<file path="config.mk">
export PLATFORM = sky130hd
export DESIGN_NAME = bissc_rx
export DESIGN_NICKNAME = d
export VERILOG_FILES = /design/src/rtl/bissc_rx.sv
export SDC_FILE = /design/constraint.sdc
export NUM_CORES = 1
export LEC_CHECK = 0
export CAP_MARGIN = 20
export CORE_MARGIN = 2
export CORE_UTILIZATION = 60
export CTS_BUF_LIST = sky130_fd_sc_hd__clkbuf_16
export DETAILED_ROUTE_END_ITERATION = 10
export GPL_TIMING_DRIVEN = 0
export MAX_ROUTING_LAYER = met4
export PLACE_DENSITY = 0.87
export SETUP_SLACK_MARGIN = 0.15
export SLEW_MARGIN = 10
export SYNTH_ARGS = -nofsm -noshare
export SYNTH_HDL_FRONTEND = slang
export SYNTH_SLANG_ARGS = --single-unit
</file>
<file path="constraint.sdc">
create_clock -name enc_clk -period 5.7 [get_ports enc_clk]
set_input_delay 1.71 -clock enc_clk [delete_from_list [all_inputs] [get_ports enc_clk]]
set_output_delay 1.71 -clock enc_clk [all_outputs]
set_load 0.02 [all_outputs]
</file>
<file path="src/rtl/bissc_rx.sv">
// -----------------------------------------------------------------------------
// bissc_rx : BiSS-C master receiver
//
// Purpose
//   Clocks an absolute encoder through the gated MA line (oclk) and samples the
//   returning SLO line (enc_data) on every rising edge of enc_clk. From each
//   frame it extracts a POS_W-bit position and the nError/nWarn bits, and checks
//   the CRC6 (x^6+x+1, init 0, transmitted inverted). A good frame updates
//   pos/err/warn with a one-cycle valid strobe. A bad frame raises a one-cycle
//   crc_err strobe and leaves the outputs unchanged.
//
// Parameters
//   POS_W     position bits per frame, MSB first (1..40)
//   AUTO_REQ  1: start a new frame as soon as the line is idle; 0: only on req
//   TOUT_CYC  minimum MA-idle cycles after the CRC before the next frame (>=2)
//   WDOG_CYC  watchdog limit in cycles spent in ACK/START
//
// Compile-time option
//   BISSC_WDOG_EN  when defined, a watchdog aborts a frame stuck in ACK/START
//                  and pulses timeout. Otherwise timeout is tied low and
//                  ACK/START wait indefinitely.
//
// Ports
//   enc_clk   in   clock (MA rate), SLO sampled on posedge
//   rst_n     in   asynchronous active-low reset
//   req       in   frame request, only looked at in IDLE
//   enc_data  in   SLO from encoder (already synchronised)
//   oclk      out  MA = enc_clk gated by the internal clock enable
//   pos       out  last CRC-good position
//   err       out  encoder error flag (inverted nError of last good frame)
//   warn      out  encoder warning flag (inverted nWarn of last good frame)
//   valid     out  1-cycle pulse: pos/err/warn just updated
//   crc_err   out  1-cycle pulse: CRC mismatch, outputs held
//   timeout   out  1-cycle pulse: watchdog abort
//   busy      out  high in every state except IDLE
// -----------------------------------------------------------------------------
module bissc_rx #(
    parameter int POS_W    = 24,
    parameter int AUTO_REQ = 0,
    parameter int TOUT_CYC = 20,
    parameter int WDOG_CYC = 256
) (
    input  logic             enc_clk,
    input  logic             rst_n,
    input  logic             req,
    input  logic             enc_data,
    output logic             oclk,
    output logic [POS_W-1:0] pos,
    output logic             err,
    output logic             warn,
    output logic             valid,
    output logic             crc_err,
    output logic             timeout,
    output logic             busy
);

    localparam int BIT_W   = $clog2(POS_W + 1);
    // One cycle counter serves both the post-frame idle time and the watchdog,
    // so it is sized for the larger of the two limits.
    localparam int CNT_MAX = (WDOG_CYC > TOUT_CYC) ? WDOG_CYC : TOUT_CYC;
    localparam int CNT_W   = $clog2(CNT_MAX + 1);

    localparam logic [BIT_W-1:0] BIT_LAST  = BIT_W'(POS_W - 1);
    localparam logic [CNT_W-1:0] TOUT_LAST = CNT_W'(TOUT_CYC - 1);
`ifdef BISSC_WDOG_EN
    localparam logic [CNT_W-1:0] WDOG_LAST = CNT_W'(WDOG_CYC - 1);
`endif

    typedef enum logic [3:0] {
        S_IDLE,
        S_ACK,
        S_START,
        S_CDS,
        S_DATA,
        S_ERR,
        S_WARN,
        S_CRC,
        S_TOUT
    } state_t;

    state_t             state_q;
    logic               cken_q;
    logic [BIT_W-1:0]   bitcnt_q;
    logic [2:0]         crcbit_q;
    logic [CNT_W-1:0]   cnt_q;
    logic [POS_W-1:0]   shift_q;
    logic [5:0]         crc_q;
    logic [4:0]         rxcrc_q;
    logic               nerr_q;
    logic               nwarn_q;
    logic [POS_W-1:0]   pos_q;
    logic               err_q;
    logic               warn_q;
    logic               valid_q;
    logic               crc_err_q;
`ifdef BISSC_WDOG_EN
    logic               timeout_q;
`endif

    // Serial CRC6 step for the bit currently on the line.
    logic       crc_fb;
    logic [5:0] crc_d;
    logic       crc_good;

    always_comb begin
        crc_fb = crc_q[5] ^ enc_data;
        crc_d  = {crc_q[4:0], 1'b0} ^ {4'b0000, crc_fb, crc_fb};
    end

    // The sixth received CRC bit is still on the line when the compare happens,
    // so only five bits need storing.
    assign crc_good = ((~{rxcrc_q, enc_data}) == crc_q);

    always_ff @(posedge enc_clk or negedge rst_n) begin
        if (!rst_n) begin
            state_q   <= S_IDLE;
            cken_q    <= 1'b0;
            bitcnt_q  <= '0;
            crcbit_q  <= '0;
            cnt_q     <= '0;
            shift_q   <= '0;
            crc_q     <= '0;
            rxcrc_q   <= '0;
            nerr_q    <= 1'b0;
            nwarn_q   <= 1'b0;
            pos_q     <= '0;
            err_q     <= 1'b0;
            warn_q    <= 1'b0;
            valid_q   <= 1'b0;
            crc_err_q <= 1'b0;
`ifdef BISSC_WDOG_EN
            timeout_q <= 1'b0;
`endif
        end else begin
            valid_q   <= 1'b0;
            crc_err_q <= 1'b0;
`ifdef BISSC_WDOG_EN
            timeout_q <= 1'b0;
`endif
            case (state_q)
                S_IDLE: begin
                    // SLO must be idle-high before MA is started.
                    if (enc_data && (req || (AUTO_REQ != 0))) begin
                        state_q <= S_ACK;
                        cken_q  <= 1'b1;
                        cnt_q   <= '0;
                    end
                end
                S_ACK: begin
`ifdef BISSC_WDOG_EN
                    if (cnt_q == WDOG_LAST) begin
                        state_q   <= S_TOUT;
                        cken_q    <= 1'b0;
                        timeout_q <= 1'b1;
                        cnt_q     <= '0;
                    end else begin
                        cnt_q <= cnt_q + CNT_W'(1);
                        if (!enc_data) begin
                            state_q <= S_START;
                        end
                    end
`else
                    if (!enc_data) begin
                        state_q <= S_START;
                    end
`endif
                end
                S_START: begin
`ifdef BISSC_WDOG_EN
                    if (cnt_q == WDOG_LAST) begin
                        state_q   <= S_TOUT;
                        cken_q    <= 1'b0;
                        timeout_q <= 1'b1;
                        cnt_q     <= '0;
                    end else begin
                        cnt_q <= cnt_q + CNT_W'(1);
                        if (enc_data) begin
                            state_q <= S_CDS;
                        end
                    end
`else
                    if (enc_data) begin
                        state_q <= S_CDS;
                    end
`endif
                end
                S_CDS: begin
                    // Control-data bit is not used by this receiver.
                    state_q  <= S_DATA;
                    bitcnt_q <= '0;
                    crc_q    <= '0;
                    shift_q  <= '0;
                end
                S_DATA: begin
                    shift_q  <= (shift_q << 1) | POS_W'(enc_data);
                    crc_q    <= crc_d;
                    bitcnt_q <= bitcnt_q + BIT_W'(1);
                    if (bitcnt_q == BIT_LAST) begin
                        state_q <= S_ERR;
                    end
                end
                S_ERR: begin
                    nerr_q  <= enc_data;
                    crc_q   <= crc_d;
                    state_q <= S_WARN;
                end
                S_WARN: begin
                    nwarn_q  <= enc_data;
                    crc_q    <= crc_d;
                    crcbit_q <= '0;
                    state_q  <= S_CRC;
                end
                S_CRC: begin
                    rxcrc_q  <= {rxcrc_q[3:0], enc_data};
                    crcbit_q <= crcbit_q + 3'd1;
                    if (crcbit_q == 3'd5) begin
                        state_q <= S_TOUT;
                        cken_q  <= 1'b0;
                        cnt_q   <= '0;
                        if (crc_good) begin
                            pos_q   <= shift_q;
                            err_q   <= ~nerr_q;
                            warn_q  <= ~nwarn_q;
                            valid_q <= 1'b1;
                        end else begin
                            crc_err_q <= 1'b1;
                        end
                    end
                end
                S_TOUT: begin
                    // Counter saturates; leaving also needs SLO back high, so a
                    // line stuck low keeps the receiver parked here.
                    if (cnt_q != TOUT_LAST) begin
                        cnt_q <= cnt_q + CNT_W'(1);
                    end else if (enc_data) begin
                        state_q <= S_IDLE;
                    end
                end
                default: begin
                    state_q <= S_IDLE;
                    cken_q  <= 1'b0;
                end
            endcase
        end
    end

    assign oclk    = enc_clk & cken_q;
    assign pos     = pos_q;
    assign err     = err_q;
    assign warn    = warn_q;
    assign valid   = valid_q;
    assign crc_err = crc_err_q;
    assign busy    = (state_q != S_IDLE);
`ifdef BISSC_WDOG_EN
    assign timeout = timeout_q;
`else
    assign timeout = 1'b0;
`endif

endmodule

</file>
Word level (Yosys, flattened, before mapping)
Cells that the tools add are included.
W data, S select, Z words.
{"block": "totals", "register_bits": 87, "out_inout_bits": 31, "wordCells": 84, "inputBits": 4}
{"block": "op_classes", "addsub": 3, "bitwise": 8, "n_mux": 25, "reduce_logical": 13, "n_eq_ne": 20}
{"cell": "$pmux W24 S2", "count": 1}
{"cell": "$pmux W4 S9", "count": 1}
{"cell": "$mux W4", "count": 7}
{"cell": "$mux W9", "count": 3}
{"cell": "$pmux W9 S3", "count": 1}
{"cell": "$or A24 B1 Y24", "count": 1}
{"cell": "$eq A4 B3 Y1 const B", "count": 4}
{"cell": "$ne A2 B2 Y1 const B", "count": 8}
{"cell": "$pmux W6 S2", "count": 1}
{"cell": "$pmux W5 S2", "count": 1}
{"cell": "$add A9 B1 Y9 const B", "count": 1}
{"cell": "$ne A9 B5 Y1 const B", "count": 1}
{"cell": "$eq A4 B2 Y1 const B", "count": 2}
{"cell": "$mux W1", "count": 8}
{"cell": "$reduce_and A7 Y1", "count": 1}
{"cell": "$reduce_or A7 Y1", "count": 1}
{"cell": "$eq A6 B6 Y1", "count": 1}
{"cell": "$not A6 Y6", "count": 1}
{"cell": "$pmux W3 S2", "count": 1}
{"cell": "$reduce_and A3 Y1", "count": 2}
{"cell": "$reduce_bool A2 Y1", "count": 3}
{"cell": "$xor A6 B2 Y6", "count": 1}
{"cell": "$add A5 B1 Y5 const B", "count": 1}
{"cell": "$eq A5 B5 Y1 const B", "count": 1}
{"cell": "other kinds (14)", "count": 16}

Longest topological paths before layout
Gate-level depths: netlist of run 1.
{"block": "logic_depth", "word_depth": 5, "depth_mapped": 8, "mapped_depth_nobuf": 7}

==> summary.txt, run 1 <==
Power
  • Sequential power share: 38.4%
  • Worst ir drop on vdd: 0.384 mV
  • PwrDens: 461 mW/mm2
  • Pint: between 1 and 1.5 mW
  • Clock power share: between 30 and 40%
  • Logic gate share of total power: 27.1%
  • Leakage power: roughly 2.2 nW
  • Total power: 2.11 mW
  • Sw frac: 33.9%
  • Sw power: 716 uW

Logic synthesis
  • Syn. warnings: 0
  • Simple-Gate Fraction of Synth Area: 9.90%
  • Count of flip-flops with a built-in enable after synthesis: 0
  • Sequential fraction of the synthesis area: 57.8%
  • Ys flop type: dfrtp_1
  • Cells after Synth: 304
  • Post-synthesis compound-gate area fraction: 15.0%
  • Synth Area in XOR/XNOR: 2.09%
  • Netlist cell types: 44
  • Yosys reg bits: 87
  • Avg Inst Size Synth: 12.4 um2
  • Syn Nets: 312
  • Post-Syn Area: 0.00376 mm2
  • Adder-cell share of the synthesized area: 1.33%
  • Post-synthesis mux area share: 10.7%
  • Ys async rst share: 100%
  • Largest family of logic cells by synthesized area: compound AO/OA/AOI/OAI gates

Layout
  • Post-Layout Inst Area: about 0.0046 mm2
  • Final cell count without fillers: 431
  • Fill cells: 337
  • Seq. cell area: 0.00218 mm2
  • Area grow syn2layout: 21.7%
  • Final Util: 76.5%
  • Share of cells above drive strength 1: 18.8%
  • Multi-input logic area: 0.00147 mm2
  • Ant. Diodes: 0
  • Layout Nets: 359

Worst setup path
  • Worst setup EP type: output port
  • Worst setup SP type: clock port
  • Crit Reg-Reg Startpoint: state_q[2]$_DFFE_PN0P_
  • CP Class: clk -> out
  • CP Data Required Time: 3.99 ns
  • CP arrival: approximately 3.8 ns
  • Worst-path maximum fanout: 2
  • Crit. Startpoint: enc_clk

Clocking
  • Clk slew on worst S/H paths: 0.06 ns
  • # resized after CTS: 0
  • Clock Latency Late Sink: 0.45 ns
  • CTS tree: built
  • Hold Buf Count CTS: 0
  • Post-CTS Setup Bufs: 0

Die
  • Row count: 28
  • Die X: 83.2 um
  • I/O pin count: 35
  • Initial Util: 62.8%
  • Die area: 0.00692 mm2
  • Die Height: roughly 83 um
  • Total core area: 0.00599 mm2

Timing
  • Setup TNS Final: 0 ns
  • Final setup viols: 0
  • Unrepaired setup endpoints after global routing: no
  • Final setup margin: 0.221 ns
  • Tightest Pin Transition: ~0.55 ns
  • Slew Limit Headroom: 62.9%
  • Slew Limit Fails: 0
  • Final Skew: ~0.0059 ns
  • Worst hold slack: 0.463 ns
  • Hold Violations, Final: 0

Min path
  • Hold Crit Class: reg -> reg
  • Hold path startpoint: nerr_q$_DFFE_PN0P_

Place
  • DP HPWL: 4.81 mm
  • PortBufs: 32
  • Final estimated routing congestion in global placement: 0.837
  • Placed cells: 412
  • Placed cell area: 0.00420 mm2
  • Pre-CTS WS: 0.490 ns

Routing
  • Final Routed Wirelength: 7.83 mm
  • DRT antenna net count: 0
  • DRC: 0
  • Detailed Routing Iterations Pass 1: 6
  • Initial DRC Count: 192
  • Wire per inst: 18.2 um
  • Vias: around 2700
  • Vias per cell: 6.24

Run
  • Max Cap Violations: 0

GRT
  • GRT Total Usage: 24.8%
  • Met2 GRT Util: between 30% and 40%
  • Grt met3 use: 5.47%
  • Layer with the highest usage: met2
  • GR Overflow Total: 0
  • Antenna violations before repair: 0
  • First-pass GRT wire length: 13.4 mm
  • Met1 usage: 32.6%
  • Vias in the first global route: 2728
  • Largest net degree at the start of global routing: 48

Run status
  • Status: completed
## cell families after synthesis
group           count (synthesis)
simple gates                   67
flops                          87
fa+ha+maj                       4
mux                            34
other cells                     1
compound gates                 78
xor+xnor                        9
buf+inv                        24
## power by group through the flow
| stage | Sequential (mW) | Clock [mW] | Combinational (mW) |
|---|---|---|---|
| global route | 0.829 | 0.758 | 0.633 |
| CTS | 0.810 | 0.734 | 0.566 |
| finish | 0.812 | 0.729 | 0.572 |
| global placement | 0.811 | 0.0259 | 0.523 |
| detailed placement | 0.820 | 0.0259 | 0.550 |
| floorplan | 0.796 | 0.0137 | 0.428 |
## final timing paths
kind	slack, ns	cells after the start	end
max	0.22	4	oclk
min	0.46	1	err$_DFFE_PN0P_
max reg2reg	3.45	7	cnt_q[7]$_DFFE_PN0P_
min reg2reg	0.46	1	err$_DFFE_PN0P_
max in group asynchronous	3.85	2	pos[11]$_DFFE_PN0P_
min in group asynchronous	1.24	1	pos[22]$_DFFE_PN0P_
## worst max-delay path: stages
cell,delay [ns]
clkbuf_16,0.12
clkbuf_16,0.13
and2_1,0.14
clkdlybuf4s50_1,0.54
## per-layer routing
layer,vias to the layer above,wire (um)
met5,-,0
met4,0,121
met3,13,405
met2,105,3950
met1,1359,3360
li1,1212,-
## cells in the final DEF, fill, tap and decap left out, types with 5 or more instances in the layout
master	instances
a22o_1	38
nand4_1	7
clkbuf_1	11
mux2_2	29
nand3_1	6
nand2_1	19
xor2_1	7
nor2_1	10
mux2_4	5
clkbuf_16	12
clkdlybuf4s50_1	31
o21ai_0	21
dfrtp_1	87
## sequential cells by signal (all words and copies together), names as in the netlist
register,cells
crc_err,1
warn,1
state_q,4
bitcnt_q,5
crc_q,6
shift_q,24
nerr_q,1
valid,1
cken_q,1
nwarn_q,1
err,1
pos,24
rxcrc_q,5
cnt_q,9
crcbit_q,3
## cell type report
| class | count | area share, % |
|---|---|---|
| Clock buffer | 13 | 6.77 |
| Multi-Input combinational cell | 193 | 32.1 |
| Tap cell | 75 | 2.05 |
| Inverter | 3 | 0.246 |
| Buffer | 21 | 2.32 |
| Timing Repair Buffer | 32 | 7.32 |
| Clock inverter | 7 | 1.69 |
| Sequential cell | 87 | 47.5 |
## synthesized netlist by cell type (2+ instances only)
cell type,number,area (um2)
a21oi_1,4,20.0
a22o_1,38,333
a31oi_1,4,25.0
and2_1,2,12.5
and3_1,3,18.8
buf_1,2,7.51
buf_2,3,15.0
buf_4,2,15.0
buf_6,2,22.5
clkbuf_1,11,41.3
dfrtp_1,87,2180
ha_1,4,50.1
inv_1,3,11.3
mux2_2,29,327
mux2_4,5,75.1
nand2_1,19,71.3
nand2b_1,4,25.0
nand3_1,6,30.0
nand4_1,7,43.8
nand4b_1,2,17.5
nor2_1,10,37.5
nor2b_1,2,12.5
nor3b_1,2,15.0
nor4b_1,3,26.3
o21ai_0,21,105
o21ai_1,3,15.0
o31ai_1,2,15.0
xnor2_1,2,17.5
xor2_1,7,61.3
Power figures use the tool's default switching activity.
==> inputs of run 2 (changes only) <==
--- a/config.mk
+++ b/config.mk
@@ -6,13 +6,15 @@
 export NUM_CORES = 1
 export LEC_CHECK = 0
 export CAP_MARGIN = 20
+export CORE_ASPECT_RATIO = 0.9
 export CORE_MARGIN = 2
-export CORE_UTILIZATION = 60
+export CORE_UTILIZATION = 39
 export CTS_BUF_LIST = sky130_fd_sc_hd__clkbuf_16
 export DETAILED_ROUTE_END_ITERATION = 10
 export GPL_TIMING_DRIVEN = 0
 export MAX_ROUTING_LAYER = met4
-export PLACE_DENSITY = 0.87
+export PLACE_DENSITY = 0.62
+export REMOVE_ABC_BUFFERS = 1
 export SETUP_SLACK_MARGIN = 0.15
 export SLEW_MARGIN = 10
 export SYNTH_ARGS = -nofsm -noshare
==> run 2 against run 1 <==
Against the previous run:
- power down 4.1%
- worst hold slack better by 0.014 ns
- worst setup slack got worse by 0.0014 ns
- combinational power fell by 14%
- critical path type unchanged
- highest routed layer unchanged
==> summary.txt, run 2 (synthesis gave the netlist of run 1 again) <==
GRT
  • Grt met3 use: 6.98% (was 5.47%)
  • Met1 usage: 19.9% (was 32.6%)
  • Layer with the highest usage: met2 (unchanged)
  • Largest net degree at the start of global routing: 55 (was 48)
  • First-pass GRT wire length: 12.2 mm (was 13.4 mm)
  • Met2 GRT Util: 22.1% (was 38.3%)
  • Antenna violations before repair: 0 (unchanged)
  • GR Overflow Total: 0 (unchanged)
  • Vias in the first global route: 2495 (was 2728)
  • GRT Total Usage: 15.7% (was 24.8%)

Die
  • Total core area: 0.00953 mm2 (was 0.00599 mm2)
  • Die area: 0.0105 mm2 (was 0.00692 mm2)
  • Die Height: 97.2 um (was 83.2 um)
  • I/O pin count: 35 (unchanged)
  • Initial Util: 39.5% (was 62.8%)
  • Row count: 34 (was 28)
  • Die X: 108 um (was 83.2 um)

Layout
  • Area grow syn2layout: 21.0% (was 21.7%)
  • Fill cells: 884 (was 337)
  • Final cell count without fillers: 465 (was 431)
  • Final Util: 47.8% (was 76.5%)
  • Commonest non-fill, non-tap cell in the layout: dfrtp_1 (unchanged)
  • Layout Nets: 342 (was 359)
  • Ant. Diodes: 0 (unchanged)
  • Post-Layout Inst Area: 0.00456 mm2 (was 0.00458 mm2)
  • Share of cells above drive strength 1: 18.3% (was 18.8%)
  • Most frequent cells in the layout: dfrtp_1, a22o_1, clkdlybuf4s50_1 (unchanged)

Clocking
  • CTS tree: built (unchanged)
  • Clock Latency Late Sink: 0.45 ns (about the same)
  • Clk slew on worst S/H paths: 0.06 ns (about the same)
  • Post-CTS Setup Bufs: 0 (unchanged)
  • # resized after CTS: 0 (unchanged)
  • Hold Buf Count CTS: 0 (unchanged)

Power
  • Total power: 2.03 mW (was 2.11 mW)
  • Pint: 1.34 mW (was 1.40 mW)
  • PwrDens: 445 mW/mm2 (was 461 mW/mm2)
  • Clock power share: 33.5% (was 34.5%)
  • Leakage power: 2.12 nW (was 2.16 nW)
  • Sw frac: 33.7% (was 33.9%)
  • Worst ir drop on vdd: 0.203 mV (was 0.384 mV)
  • Sw power: 684 uW (was 716 uW)
  • Sequential power share: 42.2% (was 38.4%)
  • Logic gate share of total power: 24.3% (was 27.1%)

Worst setup path
  • CP arrival: 3.77 ns (about the same)
  • CP Class: clk -> out (unchanged)
  • Worst setup SP type: clock port (unchanged)
  • Crit Reg-Reg Startpoint: state_q[2]$_DFFE_PN0P_ (unchanged)
  • CP Data Required Time: 3.99 ns (about the same)
  • Worst setup EP type: output port (unchanged)
  • R2R setup slack: 3.23 ns (was 3.45 ns)
  • Crit. Startpoint: enc_clk (unchanged)
  • Worst r2r path cells: 4 (was 7)
  • Worst-path maximum fanout: 2 (unchanged)
  • Reg-to-Reg End: pos[19]$_DFFE_PN0P_ (was cnt_q[7]$_DFFE_PN0P_)

Timing
  • Hold Violations, Final: 0 (unchanged)
  • Unrepaired setup endpoints after global routing: no (unchanged)
  • Slew Limit Headroom: 38.5% (was 62.9%)
  • Final Skew: 0.00789 ns (was 0.00585 ns)
  • Slew Limit Fails: 0 (unchanged)
  • Final setup margin: 0.219 ns (was 0.221 ns)
  • Final setup viols: 0 (unchanged)
  • Tightest Pin Transition: 0.920 ns (was 0.549 ns)

Run status
  • Status: completed (unchanged)

Min path
  • Hold Path Sink: cnt_q[8]$_DFFE_PN0P_ (was err$_DFFE_PN0P_)
  • Hold path startpoint: cnt_q[8]$_DFFE_PN0P_ (was nerr_q$_DFFE_PN0P_)
  • Hold Path Depth: 1 (unchanged)
  • Hold Crit Class: reg -> reg (unchanged)

Run
  • Max Cap Violations: 0 (unchanged)

Routing
  • Vias: 2461 (was 2689)
  • Vias per cell: 5.29 (was 6.24)
  • DRC: 0 (unchanged)
  • Initial DRC Count: 86 (was 192)
  • Final Routed Wirelength: 7.02 mm (was 7.83 mm)
  • Detailed Routing Iterations Pass 1: 5 (was 6)
  • DRT antenna net count: 0 (unchanged)
  • Wire per inst: 15.1 um (was 18.2 um)

Place
  • Placed cells: 446 (was 412)
  • Final estimated routing congestion in global placement: 0.776 (was 0.837)
  • Placed cell area: 0.00420 mm2 (about the same)
  • PortBufs: 33 (was 32)
  • Pre-CTS WS: 0.490 ns (unchanged)
  • DP HPWL: 4.44 mm (was 4.81 mm)
## run 2: worst max path at each step
| stage | to | slack (ns) |
|---|---|---|
| global placement | cnt_q[7]$_DFFE_PN0P_ | -0.23 |
| floorplan | oclk | 0.94 |
| CTS | oclk | 0.21 |
| detailed placement | oclk | 0.49 |
| finish | oclk | 0.22 |
| global route | oclk | 0.18 |
## run 2: layout make-up
type	count	area (um2)	share of cell area (%)
multi-input cells	193	1480	32.4
inverters	3	11.3	0.247
well taps	126	158	3.46
clock buffers	13	310	6.81
flip-flops and latches	87	2180	47.8
clock inverters	7	55.1	1.21
repair buffers	36	368	8.07
## run 2: metal layers
metal	share of wire, %	wire length [um]	up-vias
met2	46	3250	44
met5	0	0	-
li1	-	-	1178
met3	4.4	310	12
met1	48	3350	1227
met4	1.5	104	0
## run 2: power by group through the flow
stage	logic (mW)	clock network (mW)	registers, mW
6_report	0.493	0.678	0.856
5_1_grt	0.560	0.728	0.875
4_1_cts	0.498	0.700	0.854
3_5_place_dp	0.494	0.0259	0.862
3_3_place_gp	0.464	0.0259	0.859
2_1_floorplan	0.370	0.0137	0.825
## run 2: critical path: stages
cell and delay [ns]:
clkbuf_16 0.12, clkbuf_16 0.13, and2_1 0.14, clkdlybuf4s50_1 0.53
## run 2: stage by stage
stage,TNS (ns),hold slack [ns]
finish,0,0.477
floorplan,0,0.436
CTS,0,0.484
global route,0,0.501
global placement,-19.86,0.450
detailed placement,0,0.457
